<file path="config.mk">
export PLATFORM = sky130hd
export DESIGN_NAME = truth_table_sweeper_flat
export DESIGN_NICKNAME = d
export VERILOG_FILES = /design/src/rtl/truth_table_sweeper_if.sv /design/src/rtl/truth_table_sweeper.sv /design/src/flat_wrapper.sv
export SDC_FILE = /design/constraint.sdc
export NUM_CORES = 1
export LEC_CHECK = 0
export ABC_AREA = 1
export CORE_AREA = 2 2 83 85
export CTS_CLUSTER_DIAMETER = 80
export DETAILED_ROUTE_END_ITERATION = 8
export DIE_AREA = 0 0 85 87
export GPL_TIMING_DRIVEN = 0
export PLACE_DENSITY = 0.61
export SLEW_MARGIN = 20
export SYNTH_ARGS = -nofsm -noshare
export SYNTH_HDL_FRONTEND = slang
export SYNTH_SLANG_ARGS = --single-unit
</file>
<file path="constraint.sdc">
create_clock -name clk -period 1.45 [get_ports clk]
set_input_delay 0.2175 -clock clk [delete_from_list [all_inputs] [get_ports clk]]
set_output_delay 0.2175 -clock clk [all_outputs]
set_load 0.05 [all_outputs]
</file>
<file path="src/rtl/truth_table_sweeper_if.sv">
// rtl/truth_table_sweeper_if.sv - control/status bundle between a sweep requester and the sweeper
interface truth_table_sweeper_if;
  logic       start;
  logic       abort;
  logic [7:0] exp_tt;
  logic       busy;
  logic       done;
  logic [7:0] tt;
  logic       pass;
  logic [7:0] mismatch;
  logic [7:0] fail_count;

  modport master (
    output start, abort, exp_tt,
    input  busy, done, tt, pass, mismatch, fail_count
  );

  modport slave (
    input  start, abort, exp_tt,
    output busy, done, tt, pass, mismatch, fail_count
  );
endinterface

</file>
<file path="src/rtl/truth_table_sweeper.sv">
// rtl/truth_table_sweeper.sv - walks a 3-input gate through all 8 vectors and captures its truth table
module truth_table_sweeper #(
  parameter int SETTLE_CYCLES = 4
) (
  input  logic                        clk,
  input  logic                        rst_n,
  truth_table_sweeper_if.slave        ctl,
  output logic                        in1,
  output logic                        in2,
  output logic                        in3,
  input  logic                        dut_out
);

  typedef enum logic [1:0] {IDLE, APPLY, DONE} state_t;

  localparam logic [7:0] LAST_CNT = 8'(SETTLE_CYCLES - 1);

  state_t     state_q, state_d;
  logic [2:0] idx_q, idx_d;
  logic [7:0] cnt_q, cnt_d;
  logic [7:0] exp_q, exp_d;
  logic [7:0] tt_q, tt_d;
  logic       pass_q, pass_d;
  logic [7:0] mismatch_q, mismatch_d;
  logic [7:0] fail_q, fail_d;
  logic       done_q, done_d;
  logic       busy_q, busy_d;
  logic [2:0] vec_q, vec_d;

  always_comb begin
    state_d    = state_q;
    idx_d      = idx_q;
    cnt_d      = cnt_q;
    exp_d      = exp_q;
    tt_d       = tt_q;
    pass_d     = pass_q;
    mismatch_d = mismatch_q;
    fail_d     = fail_q;
    done_d     = 1'b0;
    case (state_q)
      IDLE: begin
        // abort outranks a simultaneous start
        if (ctl.start && !ctl.abort) begin
          state_d    = APPLY;
          idx_d      = 3'd0;
          cnt_d      = 8'd0;
          exp_d      = ctl.exp_tt;
          tt_d       = 8'd0;
          pass_d     = 1'b0;
          mismatch_d = 8'd0;
        end
      end
      APPLY: begin
        if (ctl.abort) begin
          state_d    = IDLE;
          idx_d      = 3'd0;
          cnt_d      = 8'd0;
          tt_d       = 8'd0;
          pass_d     = 1'b0;
          mismatch_d = 8'd0;
        end else if (cnt_q == LAST_CNT) begin
          tt_d[~idx_q] = dut_out;
          cnt_d        = 8'd0;
          if (idx_q == 3'd7) state_d = DONE;
          else               idx_d   = idx_q + 3'd1;
        end else begin
          cnt_d = cnt_q + 8'd1;
        end
      end
      DONE: begin
        state_d    = IDLE;
        idx_d      = 3'd0;
        done_d     = 1'b1;
        pass_d     = (tt_q == exp_q);
        mismatch_d = tt_q ^ exp_q;
        if ((tt_q != exp_q) && (fail_q != 8'hFF)) fail_d = fail_q + 8'd1;
      end
      default: state_d = IDLE;
    endcase
    // registered outputs follow the state being entered
    busy_d = (state_d != IDLE);
    vec_d  = (state_d == APPLY) ? idx_d : 3'd0;
  end

  always_ff @(posedge clk or negedge rst_n) begin
    if (!rst_n) begin
      state_q    <= IDLE;
      idx_q      <= 3'd0;
      cnt_q      <= 8'd0;
      exp_q      <= 8'd0;
      tt_q       <= 8'd0;
      pass_q     <= 1'b0;
      mismatch_q <= 8'd0;
      fail_q     <= 8'd0;
      done_q     <= 1'b0;
      busy_q     <= 1'b0;
      vec_q      <= 3'd0;
    end else begin
      state_q    <= state_d;
      idx_q      <= idx_d;
      cnt_q      <= cnt_d;
      exp_q      <= exp_d;
      tt_q       <= tt_d;
      pass_q     <= pass_d;
      mismatch_q <= mismatch_d;
      fail_q     <= fail_d;
      done_q     <= done_d;
      busy_q     <= busy_d;
      vec_q      <= vec_d;
    end
  end

  assign {in1, in2, in3}  = vec_q;
  assign ctl.busy         = busy_q;
  assign ctl.done         = done_q;
  assign ctl.tt           = tt_q;
  assign ctl.pass         = pass_q;
  assign ctl.mismatch     = mismatch_q;
  assign ctl.fail_count   = fail_q;

endmodule

</file>
<file path="src/flat_wrapper.sv">
// flat-port wrapper written by rule: the top's interface ports become plain ports
module truth_table_sweeper_flat 
#(
  parameter int SETTLE_CYCLES = 4
)
  (clk, rst_n, in1, in2, in3, dut_out, ctl_start, ctl_abort, ctl_exp_tt, ctl_busy, ctl_done, ctl_tt, ctl_pass, ctl_mismatch, ctl_fail_count);
  truth_table_sweeper_if ctl_i ();
  input  logic clk;
  input  logic rst_n;
  output logic in1;
  output logic in2;
  output logic in3;
  input  logic dut_out;
  input wire logic [$bits(ctl_i.start)-1:0] ctl_start;
  input wire logic [$bits(ctl_i.abort)-1:0] ctl_abort;
  input wire logic [$bits(ctl_i.exp_tt)-1:0] ctl_exp_tt;
  output wire logic [$bits(ctl_i.busy)-1:0] ctl_busy;
  output wire logic [$bits(ctl_i.done)-1:0] ctl_done;
  output wire logic [$bits(ctl_i.tt)-1:0] ctl_tt;
  output wire logic [$bits(ctl_i.pass)-1:0] ctl_pass;
  output wire logic [$bits(ctl_i.mismatch)-1:0] ctl_mismatch;
  output wire logic [$bits(ctl_i.fail_count)-1:0] ctl_fail_count;
  assign ctl_i.start = ctl_start;
  assign ctl_i.abort = ctl_abort;
  assign ctl_i.exp_tt = ctl_exp_tt;
  assign ctl_busy = ctl_i.busy;
  assign ctl_done = ctl_i.done;
  assign ctl_tt = ctl_i.tt;
  assign ctl_pass = ctl_i.pass;
  assign ctl_mismatch = ctl_i.mismatch;
  assign ctl_fail_count = ctl_i.fail_count;
  truth_table_sweeper #(.SETTLE_CYCLES(SETTLE_CYCLES)) u_core (.clk(clk), .rst_n(rst_n), .ctl(ctl_i), .in1(in1), .in2(in2), .in3(in3), .dut_out(dut_out));
endmodule
</file>
==> results.cfg <==
[run_status]
outcome = completed

[critical_path]
r2r-start = u_core.cnt_q[1]$_DFFE_PN0P_
cp-start-kind = flop
slowest_stage = dfrtp_1
worst_path_largest_cell_delay_ps = 420
end_kind = flop
critPathRequiredTime_ps = 1690
reg2reg_depth = 8
crit_type = flop to flop
cpMostUsedCell = nor2_4
regToRegEndpoint = u_core.ctl.tt[7]$_DFFE_PN0P_
r2r_setup_slack_ps = 4
path_cells = ha_4 > inv_4 > nor2_4 > nand2_2 > nor2_4 > nand4_1 > buf_6 > o21ai_2
path_max_fanout = 8
critPathArrivalTime_ps = 1680

[yosys]
synth_compound_area_share_pct = 7.91
synth_seq_cells = 51
synth_ff_type = dfrtp_1
synth_top_area_cell = dfrtp_1
synth_warnings = 0
synthMuxAreaShare_pct = 0
synth.most_common_cell = nand2_1
syn-num-nets = 324
async_flop_share_pct = 100
synth_commonest_cells = 95 x nand2_1, 51 x dfrtp_1, 39 x nand3_1
synth_edf_count = 0
synthAdderAreaFrac_pct = 1.50
yosysSeqAreaShare_pct = 51.1
synth-xor-area-share_pct = 4.90
syn_inst = 308
yosys.area.top_type_share_pct = 51.1
synth_top_family_by_area = simple AND/OR/NAND/NOR gates
synth-simple-area-share_pct = 29.5
avgSynthCellArea_um2 = 8.12
ys_types = 24
syn_area_um2 = 2500
synthTopCellsByArea = dfrtp_1 51%, nand2_1 14%, nand3_1 7.8%

[pwr]
vdd_ir_drop_max_mv = 0.513
power_density_nw_per_um2 = 938
leakagePower_nw = 1.66

[clocking]
clock_latency_ps = 300
h-tree-depth = 2
cts-root-buf = clkbuf_8
cts_tree = done
cts_max_path_buffers = 2
clock_sinks = 51
cts_inserted_buffers = 5
clkTransAtPathRegs_ps = 100

[timing]
setup_viol = 0
min_period_ps = 1450
worst_slew_pin_slew_ps = 654
max_clock_freq_ghz = 0.692
slew_viol_final = 0
min_period_over_period_pct = 99.7
final_hold_viol_count = 0
skew_ps = 10.3
rsz0062_at_grt = true
max_slew_margin_pct = 56.4

[worst_hold_path]
min-delay-start = ctl_abort
hold_depth = 4
hold_path_class = primary input to flop
hold_path_end = u_core.cnt_q[3]$_DFFE_PN0P_

[global_route]
grt_max_degree = 52
grt_pass1_vias = 2163
grtUsageTotal_pct = 16.7
grt_busiest_layer = met2
grt_overflow_total = 0
grt_use_met2_pct = 29.5
antenna_found_initial = 0
grt_pass1_wl_um = 9880
grtUsageMet3_pct = 2.94
grt_use_met1_pct = 21.1

[floorplanning]
rows = 30
core_area_um2 = 6570
die_x_um = 85
die_y_um = 87
dieArea_um2 = 7400
initial_core_util_pct = 38.1
io_pins = 43

[placement]
numPortBuffers = 42
dpl.cell_count = 430
place_area_um2 = 3040
post-dp-hpwl_um = 3990
place_congestion = 0.784

[cells_and_area]
area_growth_pct = 39.5
fin_cells = 460
postLayoutCellArea_um2 = 3490
nFillCells = 604
diodes = 0
drive_gt1_share_pct = 27.6
num-nets-final = 395

[route]
first_iter_violations = 125
drcViolationCount = 0
drtAntennaViolNets = 0
via_count = 2343
wire_per_inst_um = 13.5
via_per_inst = 5.09
drt-total-wl_um = 6200
drtPass1Iterations = 4

[run]
cap_violations = 0
-- stage by stage --
| stage | hold slack [ps] | worst slack (ps) | power (mW) | setup TNS [ps] | util, % |
|---|---|---|---|---|---|
| after floorplan | -78.1 | -55.5 | 1.90 | -407 | - |
| after global placement | 474 | -1640 | 2.05 | -93800 | 46.3 |
| after detailed placement | 295 | -738 | 2.06 | -19840 | 46.3 |
| after CTS | 429 | 0.842 | 3.15 | 0 | 50.3 |
| after global routing | 369 | -66.4 | 3.45 | -1000 | 53.1 |
| final | 343 | 4.11 | 3.27 | 0 | 53.1 |
-- routing by layer --
layer  up-vias  wire, um
met4         0        61
met2        55      3130
met5         -         0
li1       1145         -
met3         6       239
met1      1137      2770
-- state kept, by name, summed over array words and instances (netlist names) --
register,flops
u_core.ctl.busy,1
u_core.ctl.pass,1
u_core.idx_q,3
u_core.ctl.tt,8
u_core.state_q,2
u_core.vec_q,3
u_core.ctl.fail_count,8
u_core.ctl.done,1
u_core.cnt_q,8
u_core.ctl.mismatch,8
u_core.exp_q,8
-- cell type report --
class	instances	area, um^2	area share (%)
multi-input combinational	226	1290	37.0
sequential	51	1290	36.9
timing repair buffer	62	546	15.6
inverter	28	113	3.23
tap	80	100	2.87
clock buffer	5	68.8	1.97
clock inverter	3	46.3	1.33
buffer	5	38.8	1.11
-- layout by cell type, fill, tap and decap left out, drive strengths merged --
master and count:
a22o 1, dfrtp 51, clkbuf 15, dlygate4sd3 1
clkinvlp 1, xor2 4, buf 24, nand3 39
dlymetal6s2s 1, nor3 7, clkdlybuf4s50 10, clkdlybuf4s15 15
dlygate4sd2 6, nand3b 1, o21ai 31, and3b 1
nand4 4, xnor2 10, bufinv 1, nor2 20
ha 3, nand2 99, a21oi 6, inv 29
-- repair_timing --
item	4_1_cts	5_1_grt
buffers inserted	9	10
setup endpoints to repair	77	56
hold endpoints to repair	51	0
resized for setup	78	63
hold buffers	1	0
pin swaps	5	13
gates cloned	1	1
-- report_power, final --
part           internal, mW  switching, mW
Combinational         0.296          0.374
Sequential             1.50         0.0872
Clock                 0.520          0.492
Total                  2.32          0.953
-- critical path: cells and delay by family (launching register included) --
kind / cells / cell delay (ps)
AND/OR/NAND/NOR: 4 / 440
flip-flops: 1 / 420
buffers and inverters: 2 / 210
adder cells (fa/ha/maj): 1 / 190
AO/OA/AOI/OAI: 1 / 130
-- cell families after synthesis --
logic type                 Yosys count
AOI/OAI and AO/OA                   38
xor gates and xnor gates            14
adders and majority gates            3
buffers and inverters               33
DFF                                 51
and+or+nand+nor                    169
-- how the worst max path moves through the flow --
stage | startpoint | slack (ps) | to
global placement | rst_n | -1640 | u_core.ctl.fail_count[1]$_DFFE_PN0P_
global route | u_core.cnt_q[1]$_DFFE_PN0P_ | -70 | u_core.ctl.tt[7]$_DFFE_PN0P_
CTS | u_core.ctl.fail_count[6]$_DFFE_PN0P_ | 0.8 | ctl_fail_count[6]
detailed placement | ctl_abort | -740 | u_core.vec_q[1]$_DFF_PN0_
finish | u_core.cnt_q[1]$_DFFE_PN0P_ | 4 | u_core.ctl.tt[7]$_DFFE_PN0P_
floorplan | u_core.ctl.fail_count[0]$_DFFE_PN0P_ | -60 | u_core.ctl.fail_count[2]$_DFFE_PN0P_
No activity file was read; power rests on OpenSTA's default activity.
